### src/rtl/apb_timer.sv
// apb_timer: APB slave holding a 64-bit machine timer. It has an 8-bit prescaler, a 64-bit
// compare register, one-shot or periodic match modes and a sticky match flag that drives
// timer_int.
module apb_timer #(
  parameter int unsigned           ADDR_WIDTH = 32,
  // Only 32 is supported; registers and strobes are laid out for 32-bit words.
  parameter int unsigned           DATA_WIDTH = 32,
  parameter logic [ADDR_WIDTH-1:0] BASE_ADDR  = 32'h2000_1000
) (
  input  logic                  pclk,
  input  logic                  presetn,
  input  logic [ADDR_WIDTH-1:0] paddr,
  input  logic [DATA_WIDTH-1:0] pdata,
  output logic [DATA_WIDTH-1:0] prdata,
  input  logic                  psel,
  input  logic                  penable,
  input  logic                  pwrite,
  input  logic [3:0]            pstb,
  output logic                  pready,
  output logic                  perr,
  output logic                  timer_int
);

  localparam logic [2:0] IdxMtimeLo = 3'd0;
  localparam logic [2:0] IdxMtimeHi = 3'd1;
  localparam logic [2:0] IdxCmpLo   = 3'd2;
  localparam logic [2:0] IdxCmpHi   = 3'd3;
  localparam logic [2:0] IdxCtrl    = 3'd4;
  localparam logic [2:0] IdxStatus  = 3'd5;

  logic [63:0] mtime_q, mtime_d;
  logic [63:0] mtimecmp_q, mtimecmp_d;
  logic [31:0] shadow_q, shadow_d;
  logic        en_q, en_d;
  logic        periodic_q, periodic_d;
  logic [7:0]  prescale_q, prescale_d;
  logic [7:0]  pcnt_q, pcnt_d;
  logic        match_q, match_d;
  logic        pready_q, pready_d;
  logic        perr_q, perr_d;

  logic [ADDR_WIDTH-1:0] offset;
  logic                  addr_ok;
  logic [2:0]            reg_idx;
  logic                  access;
  logic                  wr_en;
  logic                  rd_en;
  logic [31:0]           wmask;
  logic                  tick;
  logic                  cmp_eq;
  logic                  cmp_ge;
  logic                  match_set;
  logic                  match_clr;
  logic [63:0]           mtime_adv;

  // Replace strobed bytes of old_val with new_val.
  function automatic logic [31:0] merge(input logic [31:0] old_val,
                                        input logic [31:0] new_val,
                                        input logic [31:0] mask);
    return (old_val & ~mask) | (new_val & mask);
  endfunction

  // Address decode; the subtraction wraps, so addresses below the base land out of range.
  assign offset  = paddr - BASE_ADDR;
  assign addr_ok = (offset < ADDR_WIDTH'(24)) && (offset[1:0] == 2'b00);
  assign reg_idx = offset[4:2];

  // An access commits once: pready_q blocks a second commit on the completion cycle.
  assign access = psel && penable && !pready_q;
  assign wr_en  = access && pwrite && addr_ok;
  assign rd_en  = access && !pwrite && addr_ok;

  // Expand byte strobes into a bit mask.
  always_comb begin
    wmask = '0;
    for (int i = 0; i < 4; i++) begin
      wmask[8*i +: 8] = {8{pstb[i]}};
    end
  end

  // Prescaler: one tick every PRESCALE+1 enabled cycles, held at zero while disabled.
  always_comb begin
    tick   = 1'b0;
    pcnt_d = '0;
    if (en_q) begin
      if (pcnt_q == prescale_q) begin
        tick = 1'b1;
      end else begin
        pcnt_d = pcnt_q + 8'd1;
      end
    end
  end

  assign cmp_eq = (mtime_q == mtimecmp_q);
  assign cmp_ge = (mtime_q >= mtimecmp_q);

  // Counter advance first, then bus writes overlay only the strobed bytes.
  always_comb begin
    mtime_adv = mtime_q;
    if (tick) begin
      mtime_adv = (periodic_q && cmp_eq) ? '0 : mtime_q + 64'd1;
    end
    mtime_d    = mtime_adv;
    mtimecmp_d = mtimecmp_q;
    if (wr_en) begin
      case (reg_idx)
        IdxMtimeLo: mtime_d[31:0]     = merge(mtime_adv[31:0], pdata, wmask);
        IdxMtimeHi: mtime_d[63:32]    = merge(mtime_adv[63:32], pdata, wmask);
        IdxCmpLo:   mtimecmp_d[31:0]  = merge(mtimecmp_q[31:0], pdata, wmask);
        IdxCmpHi:   mtimecmp_d[63:32] = merge(mtimecmp_q[63:32], pdata, wmask);
        default: ;
      endcase
    end
  end

  // Control register fields and the MTIME_HI shadow captured on MTIME_LO reads.
  always_comb begin
    en_d       = en_q;
    periodic_d = periodic_q;
    prescale_d = prescale_q;
    if (wr_en && (reg_idx == IdxCtrl)) begin
      if (pstb[0]) begin
        en_d       = pdata[0];
        periodic_d = pdata[1];
      end
      if (pstb[1]) begin
        prescale_d = pdata[15:8];
      end
    end
    shadow_d = (rd_en && (reg_idx == IdxMtimeLo)) ? mtime_q[63:32] : shadow_q;
  end

  // Sticky match flag; a set condition beats a simultaneous write-1-to-clear.
  always_comb begin
    match_set = periodic_q ? (tick && cmp_eq) : (en_q && cmp_ge);
    match_clr = wr_en && (reg_idx == IdxStatus) && pstb[0] && pdata[0];
    match_d   = match_set | (match_q & ~match_clr);
    pready_d  = access;
    perr_d    = access && !addr_ok;
  end

  // Read mux; anything other than a valid register reads as zero.
  always_comb begin
    prdata = '0;
    if (addr_ok) begin
      case (reg_idx)
        IdxMtimeLo: prdata = mtime_q[31:0];
        IdxMtimeHi: prdata = shadow_q;
        IdxCmpLo:   prdata = mtimecmp_q[31:0];
        IdxCmpHi:   prdata = mtimecmp_q[63:32];
        IdxCtrl:    prdata = {16'h0, prescale_q, 6'h0, periodic_q, en_q};
        IdxStatus:  prdata = {31'h0, match_q};
        default:    prdata = '0;
      endcase
    end
  end

  // State registers.
  always_ff @(posedge pclk or negedge presetn) begin
    if (!presetn) begin
      mtime_q    <= '0;
      mtimecmp_q <= '1;
      shadow_q   <= '0;
      en_q       <= 1'b0;
      periodic_q <= 1'b0;
      prescale_q <= '0;
      pcnt_q     <= '0;
      match_q    <= 1'b0;
      pready_q   <= 1'b0;
      perr_q     <= 1'b0;
    end else begin
      mtime_q    <= mtime_d;
      mtimecmp_q <= mtimecmp_d;
      shadow_q   <= shadow_d;
      en_q       <= en_d;
      periodic_q <= periodic_d;
      prescale_q <= prescale_d;
      pcnt_q     <= pcnt_d;
      match_q    <= match_d;
      pready_q   <= pready_d;
      perr_q     <= perr_d;
    end
  end

  assign pready    = pready_q;
  assign perr      = perr_q;
  assign timer_int = match_q;

endmodule
### config.mk
export PLATFORM = sky130hd
export DESIGN_NAME = apb_timer
export DESIGN_NICKNAME = d
export VERILOG_FILES = /design/src/rtl/apb_timer.sv
export SDC_FILE = /design/constraint.sdc
export NUM_CORES = 1
export LEC_CHECK = 0
export CORE_ASPECT_RATIO = 0.5
export CORE_MARGIN = 2
export CORE_UTILIZATION = 45
export DETAILED_ROUTE_END_ITERATION = 8
export PLACE_DENSITY = 0.67
export SYNTH_ARGS = -nofsm -noshare
export SYNTH_HDL_FRONTEND = slang
export SYNTH_SLANG_ARGS = --single-unit
### constraint.sdc
create_clock -name pclk -period 7.1 [get_ports pclk]
set_clock_uncertainty 0.15 [all_clocks]
set_input_delay 1.42 -clock pclk [delete_from_list [all_inputs] [get_ports pclk]]
set_output_delay 1.42 -clock pclk [all_outputs]
set_load 0.01 [all_outputs]
# Word-level counts from Yosys, hierarchy flattened
# Cells that the tools add are included.
# classes
n_addsub,3
n_lt_le_gt_ge,2
eq_ne,7
mux,12
n_bitwise,13
reduce_logical,25
# ops
op,n
64-bit two-way mux,3
32-bit case mux with 6 select lines,1
32-bit bitwise AND,5
32-bit bitwise OR,4
32-bit two-way mux,3
"64-bit by 1-bit adder with 64-bit output, second input constant",1
64-bit equality test,1
64-bit >= comparator,1
"32-bit by 5-bit less-than comparator with 1-bit output, second input constant",1
32-bit inverter,1
"32-bit by 30-bit subtractor with 32-bit output, second input constant",1
1-bit logical AND,16
8-bit two-way mux,2
"8-bit by 1-bit adder with 8-bit output, second input constant",1
8-bit equality test,1
2-bit AND reduction,4
"3-bit by 2-bit equality test with 1-bit output, second input constant",2
"3-bit equality test, second input constant",2
"3-bit by 1-bit equality test with 1-bit output, second input constant",1
1-bit zero test,3
3-bit zero test,1
1-bit two-way mux,3
2-bit zero test,1
1-bit bitwise AND,1
other kinds (2),2
# totals
ff_bits,181
input_bits,73
out_inout_bits,35
wordCells,73

# Longest topological paths before layout
# logic_depth
ltp_word,10
mapped_depth,10
mapped_depth_nobuf,9

# Worst setup path before layout
# Ideal clock, no wire load.
# synth_timing
path_kind,input to output
start,in paddr[4]
end,out prdata[4]
t_arrival_ns,3.003
required_time_ns,5.530
path_slack_ns,2.527
cell_stages,6
path_buffers,3
cell_sequence,clkbuf_1 > nor3_1 > clkbuf_1 > clkbuf_1 > a22oi_1 > a21oi_1
# synth_via
elab_chain_len,4
word_cells_on_any_way,11
cone_classes,1 x add/sub; 1 x order compare; 5 x eq/ne; 2 x mux; 2 x reduce/logical
# synth_rtl
element,line_no,rtl
start: declaration,12,"input logic [ADDR_WIDTH-1:0] paddr,"
32-bit by 30-bit subtractor with 32-bit output *,64,assign offset = paddr - BASE_ADDR;
"32-bit by 5-bit less-than comparator with 1-bit output, or another cell as far along",65,assign addr_ok = (offset < ADDR_WIDTH'(24)) && (offset[1:0] == 2'b00);
1-bit logical AND or 32-bit case mux with 6 select lines (tied branches),"65, 146",
32-bit two-way mux *,145,if (addr_ok) begin
end: declaration,14,"output logic [DATA_WIDTH-1:0] prdata,"
# Every way passes the cells marked *; elsewhere a longest branch is shown, timed or not.

# Worst setup path after layout
# layout_timing
start,in paddr[4]
end,out prdata[11]
# Same word-level chain as after synthesis.

==> impl_metrics.py <==
metrics = {
    "hold_path": {
        "hold_path_depth": 1,
        "min_path_type": "reg -> reg",
        "min_to": "shadow_q[14]",
        "min-delay-start": "shadow_q[14]",
    },
    "detailed_routing": {
        "vias": 9651,
        "wl_per_cell_um": 21.54,
        "drt_pre_antenna_iters": 5,
        "drc": 0,
        "routed_wl_mm": 34.59,
        "vias_per_cell": 6.009,
        "drt_iter0_markers": 814,
        "drtAntennaViolNets": 0,
    },
    "floorplanning": {
        "core_um2": 25240,
        "fp.dieW_um": 230.9,
        "die_area_um2": 27120,
        "die_h_um": 117.5,
        "ios": 108,
        "start_util_pct": 45.90,
        "rows": 41,
    },
    "worst_setup_path": {
        "path_buf_inv": 4,
        "crit_cells": 7,
        "r2r_cells": 9,
        "crit_required_ns": 5.53,
        "max_stage_delay_ns": 0.89,
        "cp_max_fo": 12,
        "crit_top_cell": "clkdlybuf4s50_1",
        "r2r_end": "mtime_q[16]",
        "worstSetupPathType": "in -> out",
        "critPathArrivalTime_ns": 4.67,
        "end_kind": "primary output",
        "rrSetupSlack_ns": 3.25,
        "critPathLaunchType": "input port",
        "crit_slowest_cell": "nor3_1",
        "path_cells": "clkdlybuf4s50_1 -> inv_1 -> nor3_1 -> buf_4 -> a22oi_1 -> a21oi_1 -> clkdlybuf4s50_1",
        "cpLargestDelayFamily": "buffers and inverters",
    },
    "synth": {
        "ys_types": 59,
        "synthesis.nets": 1295,
        "syn_area_um2": 11580,
        "synth_edf_count": 0,
        "synth_flop_cell": "dfrtp_1",
        "ys_ff_latch": 181,
        "yosysSeqAreaShare_pct": 39.79,
        "synth_cells": 1156,
        "synth-async-reset-ratio_pct": 100.0,
        "ys_warn_count": 0,
        "synth.avg_cell_area_um2": 10.02,
    },
    "finish": {
        "layout_commonest_cell": "mux2_2",
        "finalNetCount": 1389,
        "stdcell_count": 1606,
        "area_delta_synth_final_pct": 17.56,
        "layout_common_cells": "mux2_2 (122), dfrtp_1 (117), clkdlybuf4s50_1 (106)",
        "drive_above_1_share_pct": 21.87,
        "antenna_cells": 0,
    },
    "clock_network": {
        "clkSinkCount": 181,
        "ctsResizeCount": 0,
        "post_cts_buffers": 0,
        "root_buffer": "clkbuf_16",
        "cts_hold_buf": 0,
        "ctsLongestPathBuffers": 2,
        "cts_tree": "yes",
        "htreeDepth": 4,
        "clk_latency_ns": 0.45,
        "path_clk_slew_ns": 0.07,
        "cts_buffers": 17,
    },
    "global_routing": {
        "antenna_found_initial": 0,
        "grt_max_degree": 69,
        "grt_overflow": 0,
        "grt_pass1_wl_mm": 54.10,
        "grt_pass1_vias": 9562,
        "grt.total_usage_pct": 25.81,
    },
    "pwr": {
        "combPwrFrac_pct": 5.5,
        "p_switching_mw": 0.4936,
        "ir_drop_mv": 0.1837,
        "intPower_mw": 1.678,
        "p_clk_share_pct": 46.9,
        "power_frac_seq_pct": 47.6,
        "powerDensity_nw_per_um2": 159.4,
        "p_leak_nw": 5.383,
        "switching_share_pct": 22.73,
    },
    "status": {
        "outcome": "completed",
    },
    "timing": {
        "tns_ns": 0,
        "rsz0062_at_grt": "no",
        "relSlewSlack_pct": 21.91,
        "period_needed_ns": 6.241,
        "worst_slew_pin_slew_ns": 1.162,
        "fmax_ghz": 0.1602,
        "period_share_pct": 87.90,
        "setup_viol": 0,
        "finalHoldViolCount": 0,
        "slew_violations": 0,
    },
    "placement": {
        "gp_congestion": 0.9069,
        "dp_hpwl_mm": 25.05,
        "portBuffers": 107,
        "dp_cells": 1575,
    },
    "flow_run": {
        "drv_cap": 0,
    },
}
==> metal layers <==
layer	global-route usage [%]	up-vias	share of wire, %
li1	-	4420	-
met1	35.81	4846	46
met2	41.12	332	46
met3	5.257	53	6.1
met4	6.935	0	1.9
met5	0	-	0
==> through the flow <==
stage / total power [mW] / cell area, um^2 / util (%) / hold WS (ns) / setup slack, ns
2_1_floorplan: 1.078 / 11580 / - / 0.3085 / 2.527
3_3_place_gp: 1.170 / 13010 / 51.55 / 0.3406 / 0.9388
3_5_place_dp: 1.172 / 13010 / 51.55 / 0.3467 / 0.9153
4_1_cts: 2.187 / 13620 / 53.96 / 0.3624 / 0.9067
5_1_grt: 2.236 / 13620 / 53.96 / 0.3837 / 0.6189
6_report: 2.171 / 13620 / 53.96 / 0.3618 / 0.8588
==> area by class of cell <==
type | instances | area (um^2)
fillers | 2301 | 11620
multi-input cells | 851 | 6496
flip-flops and latches | 181 | 4609
repair buffers | 122 | 1185
clock buffers | 22 | 454.2
well taps | 344 | 430.4
inverters | 77 | 289.0
clock inverters | 9 | 155.1
==> worst register-to-register path, cell delays in order (launching register included) <==
cell and delay [ns]:
dfstp_2 0.54, inv_1 0.06, ha_1 0.30, nand4_1 0.23, nor4_1 0.66, nand4_1 0.44
nor3_4 0.22, buf_4 0.62, a21oi_1 0.21, mux2_4 0.32
==> worst max path at each step <==
stage / slack (ns) / to / start
2_1_floorplan: 2.53 / prdata[4] / paddr[4]
6_report: 0.86 / prdata[11] / paddr[4]
3_3_place_gp: 0.94 / prdata[11] / paddr[4]
3_5_place_dp: 0.92 / prdata[11] / paddr[4]
4_1_cts: 0.91 / prdata[11] / paddr[4]
5_1_grt: 0.62 / prdata[11] / paddr[4]
==> power by group through the flow <==
stage	Sequential [mW]	Clock (mW)	Combinational, mW
3_3_place_gp	1.05	0	0.119
2_1_floorplan	1.05	0	0.0256
4_1_cts	1.03	1.03	0.121
6_report	1.03	1.02	0.120
3_5_place_dp	1.05	0	0.120
5_1_grt	1.03	1.07	0.129
==> kinds of logic (layout without fill, tap and decap cells) <==
family	Yosys count	in the layout	synth area share (%)
buf+inv	124	230	4.374
flops	181	181	39.79
xor+xnor	67	67	5.065
mux	136	136	13.42
simple gates	370	370	18.11
compound gates	212	212	12.11
fa+ha+maj	66	66	7.128
==> cell usage after synthesis, drive strengths merged, types with 17 or more instances <==
| cell | count | area share, % |
|---|---|---|
| mux2 | 131 | 13 |
| dfrtp | 117 | 25 |
| inv | 77 | 2.5 |
| nor2 | 71 | 2.3 |
| ha | 66 | 7.1 |
| nor3 | 66 | 3.1 |
| dfstp | 64 | 15 |
| a21oi | 61 | 2.6 |
| nand2 | 61 | 2.0 |
| a22oi | 53 | 3.4 |
| xnor2 | 43 | 3.3 |
| nand3 | 40 | 2.1 |
| nand4 | 40 | 2.3 |
| a21o | 38 | 2.5 |
| clkbuf | 36 | 1.2 |
| nor4 | 30 | 2.5 |
| o21ai | 29 | 1.3 |
| xor2 | 24 | 1.8 |
| and3 | 17 | 1.0 |
Power figures use the tool's default switching activity.
